**config.mk**
```make
export PLATFORM = sky130hd
export DESIGN_NAME = regfile_dec
export DESIGN_NICKNAME = d
export VERILOG_FILES = /design/src/rtl/mips_pkg.sv /design/src/rtl/dec_onehot.sv /design/src/rtl/regfile_dec.sv
export SDC_FILE = /design/constraint.sdc
export NUM_CORES = 2
export LEC_CHECK = 0
export CORE_ASPECT_RATIO = 1.75
export CORE_MARGIN = 3
export CORE_UTILIZATION = 59
export CTS_CLUSTER_DIAMETER = 100
export DETAILED_ROUTE_END_ITERATION = 8
export PLACE_DENSITY = 0.77
export REMOVE_ABC_BUFFERS = 1
export SETUP_SLACK_MARGIN = 0.05
export SYNTH_ARGS = -nofsm -noshare
export SYNTH_HDL_FRONTEND = slang
export SYNTH_HIERARCHICAL = 1
export SYNTH_SLANG_ARGS = --single-unit
```
**constraint.sdc**
```tcl
create_clock -name Clk -period 4.2 [get_ports Clk]
set_input_delay 0.84 -clock Clk [delete_from_list [all_inputs] [get_ports Clk]]
set_output_delay 0.84 -clock Clk [all_outputs]
set_load 0.03 [all_outputs]
```
**src/rtl/mips_pkg.sv**
```systemverilog
// Shared datapath constants for the MIPS register file and its decoder.
package mips_pkg;

  localparam int DATA_W_DEF = 32;
  localparam int ADDR_W_DEF = 5;
  localparam int ZERO_IDX   = 0;

  // Number of registers addressed by an address of width aw.
  function automatic int nreg_of(input int aw);
    return 1 << aw;
  endfunction

endpackage

```
**src/rtl/dec_onehot.sv**
```systemverilog
// N-bit address plus enable to 2**N one-hot vector.
module dec_onehot #(
  parameter int N = 5
) (
  input  logic [N-1:0]      adr,
  input  logic              en,
  output logic [2**N-1:0]   onehot
);

  // One comparator per output line; exactly one line is high when enabled.
  for (genvar g = 0; g < 2**N; g++) begin : g_line
    assign onehot[g] = en && (adr == N'(g));
  end

endmodule

```
**src/rtl/regfile_dec.sv**
```systemverilog
// Register file with one decoded write port and two read ports.
// Optional hardwired zero register, write-to-read bypass and registered reads.
module regfile_dec
  import mips_pkg::*;
#(
  parameter int DATA_W   = DATA_W_DEF,
  parameter int ADDR_W   = ADDR_W_DEF,
  parameter int ZERO_REG = 1,
  parameter int RD_REG   = 0,
  parameter int BYPASS   = 1
) (
  input  logic                       Clk,
  input  logic                       Rst,
  input  logic                       WrEn,
  input  logic [ADDR_W-1:0]          WrAdr,
  input  logic [DATA_W-1:0]          WrData,
  input  logic [ADDR_W-1:0]          RdAdr1,
  input  logic [ADDR_W-1:0]          RdAdr2,
  output logic [DATA_W-1:0]          RdData1,
  output logic [DATA_W-1:0]          RdData2,
  output logic [nreg_of(ADDR_W)-1:0] WrOneHot
);

  localparam int NREG = nreg_of(ADDR_W);

  logic [NREG-1:0]   dec_raw;
  logic [NREG-1:0]   wr_onehot;
  logic [DATA_W-1:0] mem_q [NREG];
  logic [DATA_W-1:0] mem_d [NREG];
  logic [DATA_W-1:0] rd1_val;
  logic [DATA_W-1:0] rd2_val;

  dec_onehot #(.N(ADDR_W)) u_dec (
    .adr    (WrAdr),
    .en     (WrEn),
    .onehot (dec_raw)
  );

  // Mask the zero register out of the write decode so it can never be loaded.
  always_comb begin
    wr_onehot = dec_raw;
    if (ZERO_REG != 0) wr_onehot[ZERO_IDX] = 1'b0;
  end

  assign WrOneHot = wr_onehot;

  // Next array contents: each register loads WrData only when its decode line is set.
  always_comb begin
    for (int i = 0; i < NREG; i++) begin
      mem_d[i] = wr_onehot[i] ? WrData : mem_q[i];
    end
  end

  // Register array; reset clears everything and discards a coincident write.
  always_ff @(posedge Clk) begin
    if (Rst) begin
      for (int i = 0; i < NREG; i++) mem_q[i] <= '0;
    end else begin
      mem_q <= mem_d;
    end
  end

  // Read value for one port: zero register first, then bypass, then stored data.
  function automatic logic [DATA_W-1:0] read_path(
    input logic [ADDR_W-1:0] adr,
    input logic [DATA_W-1:0] stored,
    input logic              we,
    input logic              rst,
    input logic [ADDR_W-1:0] wadr,
    input logic [DATA_W-1:0] wdata
  );
    logic [DATA_W-1:0] v;
    v = stored;
    if ((BYPASS != 0) && we && !rst && (wadr == adr)) v = wdata;
    if ((ZERO_REG != 0) && (adr == ADDR_W'(ZERO_IDX))) v = '0;
    return v;
  endfunction

  // Two identical read paths.
  always_comb begin
    rd1_val = read_path(RdAdr1, mem_q[RdAdr1], WrEn, Rst, WrAdr, WrData);
    rd2_val = read_path(RdAdr2, mem_q[RdAdr2], WrEn, Rst, WrAdr, WrData);
  end

  if (RD_REG != 0) begin : g_rd_reg
    logic [DATA_W-1:0] rd1_q, rd1_d;
    logic [DATA_W-1:0] rd2_q, rd2_d;

    // Next output flop values are simply this cycle's read values.
    always_comb begin
      rd1_d = rd1_val;
      rd2_d = rd2_val;
    end

    // Output flops give a one-cycle read latency; cleared on reset.
    always_ff @(posedge Clk) begin
      if (Rst) begin
        rd1_q <= '0;
        rd2_q <= '0;
      end else begin
        rd1_q <= rd1_d;
        rd2_q <= rd2_d;
      end
    end

    assign RdData1 = rd1_q;
    assign RdData2 = rd2_q;
  end else begin : g_rd_comb
    assign RdData1 = rd1_val;
    assign RdData2 = rd2_val;
  end

endmodule

```
# Word level (Yosys, flattened, before mapping)
# Cells that the tools add are included.
# word_totals
register_bits,992
in_bits,50
out_inout_bits,96
wordCells,115
# classes
magnitude_cmp,2
n_eq_ne,33
muxes,10
bitwise,2
reduce_logical,37
# op_table
op,n
32-bit binary-select mux with 5-bit select,2
32-bit 2-to-1 mux,8
5-bit equality test (second input constant),16
5-bit by 4-bit equality test with 1-bit output (second input constant),8
1-bit logical AND,34
5-bit by 3-bit equality test with 1-bit output (second input constant),4
6-bit greater-or-equal comparator (second input constant),2
5-bit inverter with 6-bit output,2
5-bit by 2-bit equality test with 1-bit output (second input constant),2
5-bit equality test,2
5-bit logical NOT,2
5-bit by 1-bit equality test with 1-bit output (second input constant),1
1-bit logical NOT,1

# Depth between registers and ports, before layout
# logic_depth
ltp_word,6
ltp_mapped,10
depth_no_buf,5

# Cells and area by module
# The synthesis kept the hierarchy.
# modules_own_cells
module,n_inst,cells_per_inst,area_per_inst_um2
regfile_dec,1,4947,52106.2
dec_onehot,1,47,234.0

# Worst setup path before layout
# Ideal clock, no wire load.
# synth_path
path_type,input to output
startpoint,input RdAdr2[0]
endpoint,output RdData2[12]
arrival_ns,3.010
required_time_ns,3.360
slack_ns,0.350
path_stages,9
cell_sequence,buf_6 -> buf_6 -> buf_6 -> buf_6 -> buf_6 -> mux2i_1 -> o221ai_1 -> nor2_1 -> o41ai_1
# synth_via
elab_chain_len,6
elab_cells_between_ends,9
classes_between,eq/ne: 1; mux: 5; bitwise: 1; reduce/logical: 2
# synth_lines
element,line_no,text
"start, declared",regfile_dec.sv:18,"input logic [ADDR_W-1:0] RdAdr2,"
5-bit inverter with 6-bit output (implied by the code),regfile_dec.sv:82,"rd2_val = read_path(RdAdr2, mem_q[RdAdr2], WrEn, Rst, WrAdr, WrData);"
32-bit binary-select mux with 5-bit select,regfile_dec.sv:82,
32-bit 2-to-1 mux (implied by the code) (2 in series),regfile_dec.sv:82,
32-bit 2-to-1 mux,regfile_dec.sv:74,if ((BYPASS != 0) && we && !rst && (wadr == adr)) v = wdata;
32-bit 2-to-1 mux *,regfile_dec.sv:75,if ((ZERO_REG != 0) && (adr == ADDR_W'(ZERO_IDX))) v = '0;
"end, declared",regfile_dec.sv:20,"output logic [DATA_W-1:0] RdData2,"
# Mark *: on every way between the ends. The rest lies on a longest branch, timed or not. The select of a mux whose other input is x is not followed.

# Worst setup path after layout
# layout_path
startpoint,input WrAdr[1]
endpoint,output RdData2[6]
# layout_via
elab_chain_len,4
# layout_lines
element,line_no,text
"start, declared",regfile_dec.sv:15,"input logic [ADDR_W-1:0] WrAdr,"
5-bit equality test,regfile_dec.sv:74,
1-bit logical AND,regfile_dec.sv:74,
32-bit 2-to-1 mux,regfile_dec.sv:74,
32-bit 2-to-1 mux,regfile_dec.sv:75,
# Every way passes these cells.

==> results.py <==
metrics = {
    "placed_design": {
        "placed_cell_area_um2": 56760,
        "gp_congestion": 0.9290,
        "numPortBuffers": 144,
        "dp_slack_ns": 0.01412,
        "hpwl_um": 118100,
    },
    "grt": {
        "met3_usage": 0.09309,
        "track_usage": 0.3984,
        "antenna_found_initial": 1,
        "met1_usage": 0.4488,
        "grt_pass1_wl_um": 275800,
        "overflow": 0,
        "grt_pass1_vias": 43510,
        "top_usage_layer": "met2",
        "grt_max_degree": 207,
        "grtUsageMet2": 0.6393,
    },
    "sta": {
        "fin_skew_ns": 0,
        "setup_ws_ns": 0.08087,
        "fin_setup_tns_ns": 0,
        "finalHoldViolations": 0,
        "finalCritPeriodShare": 0.9807,
        "drv_slew": 0,
        "grt_setup_unrepaired": "false",
        "max_freq_mhz": 242.8,
        "relSlewSlack": 0.1812,
        "post-route-min-period_ns": 4.119,
        "worstMarginPinSlew_ns": 1.226,
        "setup_viol": 0,
    },
    "detailed_routing": {
        "antenna_left": 0,
        "drt-total-wl_um": 187300,
        "dr_total_vias": 42860,
        "post_drt_wl_per_cell_um": 30.30,
        "viasPerCell": 6.933,
        "drc": 0,
        "first_pass_iters": 8,
        "drtIter0Drc": 5198,
    },
    "job": {
        "maxCapViolCount": 0,
    },
    "floorplanning": {
        "dieHeight_um": 400,
        "die_w_um": 231.1,
        "ios": 146,
        "core_um2": 87310,
        "die-area_um2": 92460,
        "start_util": 0.5994,
        "rows": 143,
    },
    "clock_tree": {
        "cts_tree": "yes",
        "cts_buffers": 90,
        "ctsHoldBuffers": 0,
        "clk_path_buf_depth": 3,
        "clk_transition_reported_paths_ns": 0.07,
        "cts.sinks": 992,
        "cts-root-buf": "clkbuf_16",
        "clock_latency_ns": 0.68,
        "htreeDepth": 3,
    },
    "cells_and_area": {
        "antennaDiodeCount": 0,
        "drive_gt1_frac": 0.2198,
        "largest_register_ffs": 992,
        "final_util": 0.6849,
        "biggestRegsByFlops": "mem_q (992)",
        "finalNetCount": 5004,
        "top_register": "mem_q",
        "finalInstanceArea_um2": 59800,
        "synthToLayoutAreaGrowth_pct": 14.26,
    },
    "critical_path": {
        "regToRegStartpoint": "mem_q[334]",
        "crit_end": "RdData2[6]",
        "worstPathCellList": "clkdlybuf4s50_1 -> xnor2_1 -> nand4_1 -> o21bai_4 -> buf_12 -> a2111oi_1 -> buf_4 -> a22o_1 -> buf_12",
        "crit_path_top_delay_cell": "clkdlybuf4s50_1",
        "path_class": "input port to output pin",
        "end_kind": "output pin",
        "rrSetupSlack_ns": 3.36,
        "startpoint_type": "input port",
        "cp_data_required_time_ns": 3.36,
        "rr_worst_depth": 2,
        "cpPeakStageDelay_ns": 0.60,
        "arrival_ns": 3.28,
        "r2r-end": "mem_q[334]",
        "critPathMaxFanout": 15,
        "crit_top_cell": "buf_12",
        "startpoint": "WrAdr[1]",
    },
    "synth": {
        "synth.cell_area_um2": 52340,
        "synth_cells": 4993,
        "yosys_warnings": 6,
        "postSynthAreaPerCell_um2": 10.48,
    },
    "min_path": {
        "hp-class": "input port to register",
        "min_path_cells": 2,
    },
    "outcome": {
        "outcome": "finished, final reports clean",
    },
    "power": {
        "irDropWorstVdd_mv": 0.3531,
        "p_per_area_nw_per_um2": 343.4,
        "power.leakage_nw": 20.69,
        "power_mw": 20.53,
    },
}
==> cells in the final DEF, fill, tap and decap left out, types with 50 or more instances in the layout <==
cell type,instances
buf_4,263
buf_12,143
a221oi_1,51
mux2_2,127
nor2_1,1062
nand3_1,50
nand2_1,100
o22ai_1,71
clkbuf_16,95
dfxtp_1,992
mux4_2,358
mux2i_1,1145
==> worst min-delay path by stage <==
| stage | startpoint | endpoint |
|---|---|---|
| after global routing | Rst | mem_q[895] |
| after floorplan | mem_q[138] | mem_q[138] |
| after detailed placement | mem_q[560] | mem_q[560] |
| after global placement | mem_q[178] | mem_q[178] |
| after CTS | Rst | mem_q[895] |
| final | Rst | mem_q[895] |
==> power breakdown <==
group | total [mW] | switching [mW] | internal [mW]
sequential | 9.53 | 0.0533 | 9.47
combinational | 2.36 | 1.48 | 0.880
clock | 8.65 | 3.80 | 4.85
==> critical path: cells and delay by family <==
kind,cells,cell delay [ns]
compound gates,3,0.78
xor+xnor,1,0.16
buf+inv,4,1.26
simple gates,1,0.21
==> area by class of cell <==
cell class                      instances  area [µm²]
Clock buffer                          125        2660
Clock inverter                         35       362.8
Fill cell                            6525       27510
Inverter                                2       7.507
Multi-Input combinational cell       3415       30140
Sequential cell                       992       19860
Tap cell                             1160        1451
Timing Repair Buffer                  453        5321
==> layer usage <==
metal  up-vias  share of wire
met3      1034           0.11
met4         0           0.10
met1     20880           0.33
met2      2990           0.46
met5         -              0
li1      17960              -
==> what timing repair did <==
item | 4_1_cts | 5_1_grt
gates resized for setup | 3 | 3
setup endpoints to repair | 3 | 3
pin swaps | 0 | 1
buffers inserted | 0 | 0
==> stage by stage <==
step	instances	hold slack (ns)
2_1_floorplan	4409	0.4694
3_3_place_gp	6022	0.4843
3_5_place_dp	6022	0.4958
4_1_cts	6182	0.3994
5_1_grt	6182	0.4238
6_report	6182	0.4227
Power figures use the tool's default switching activity.
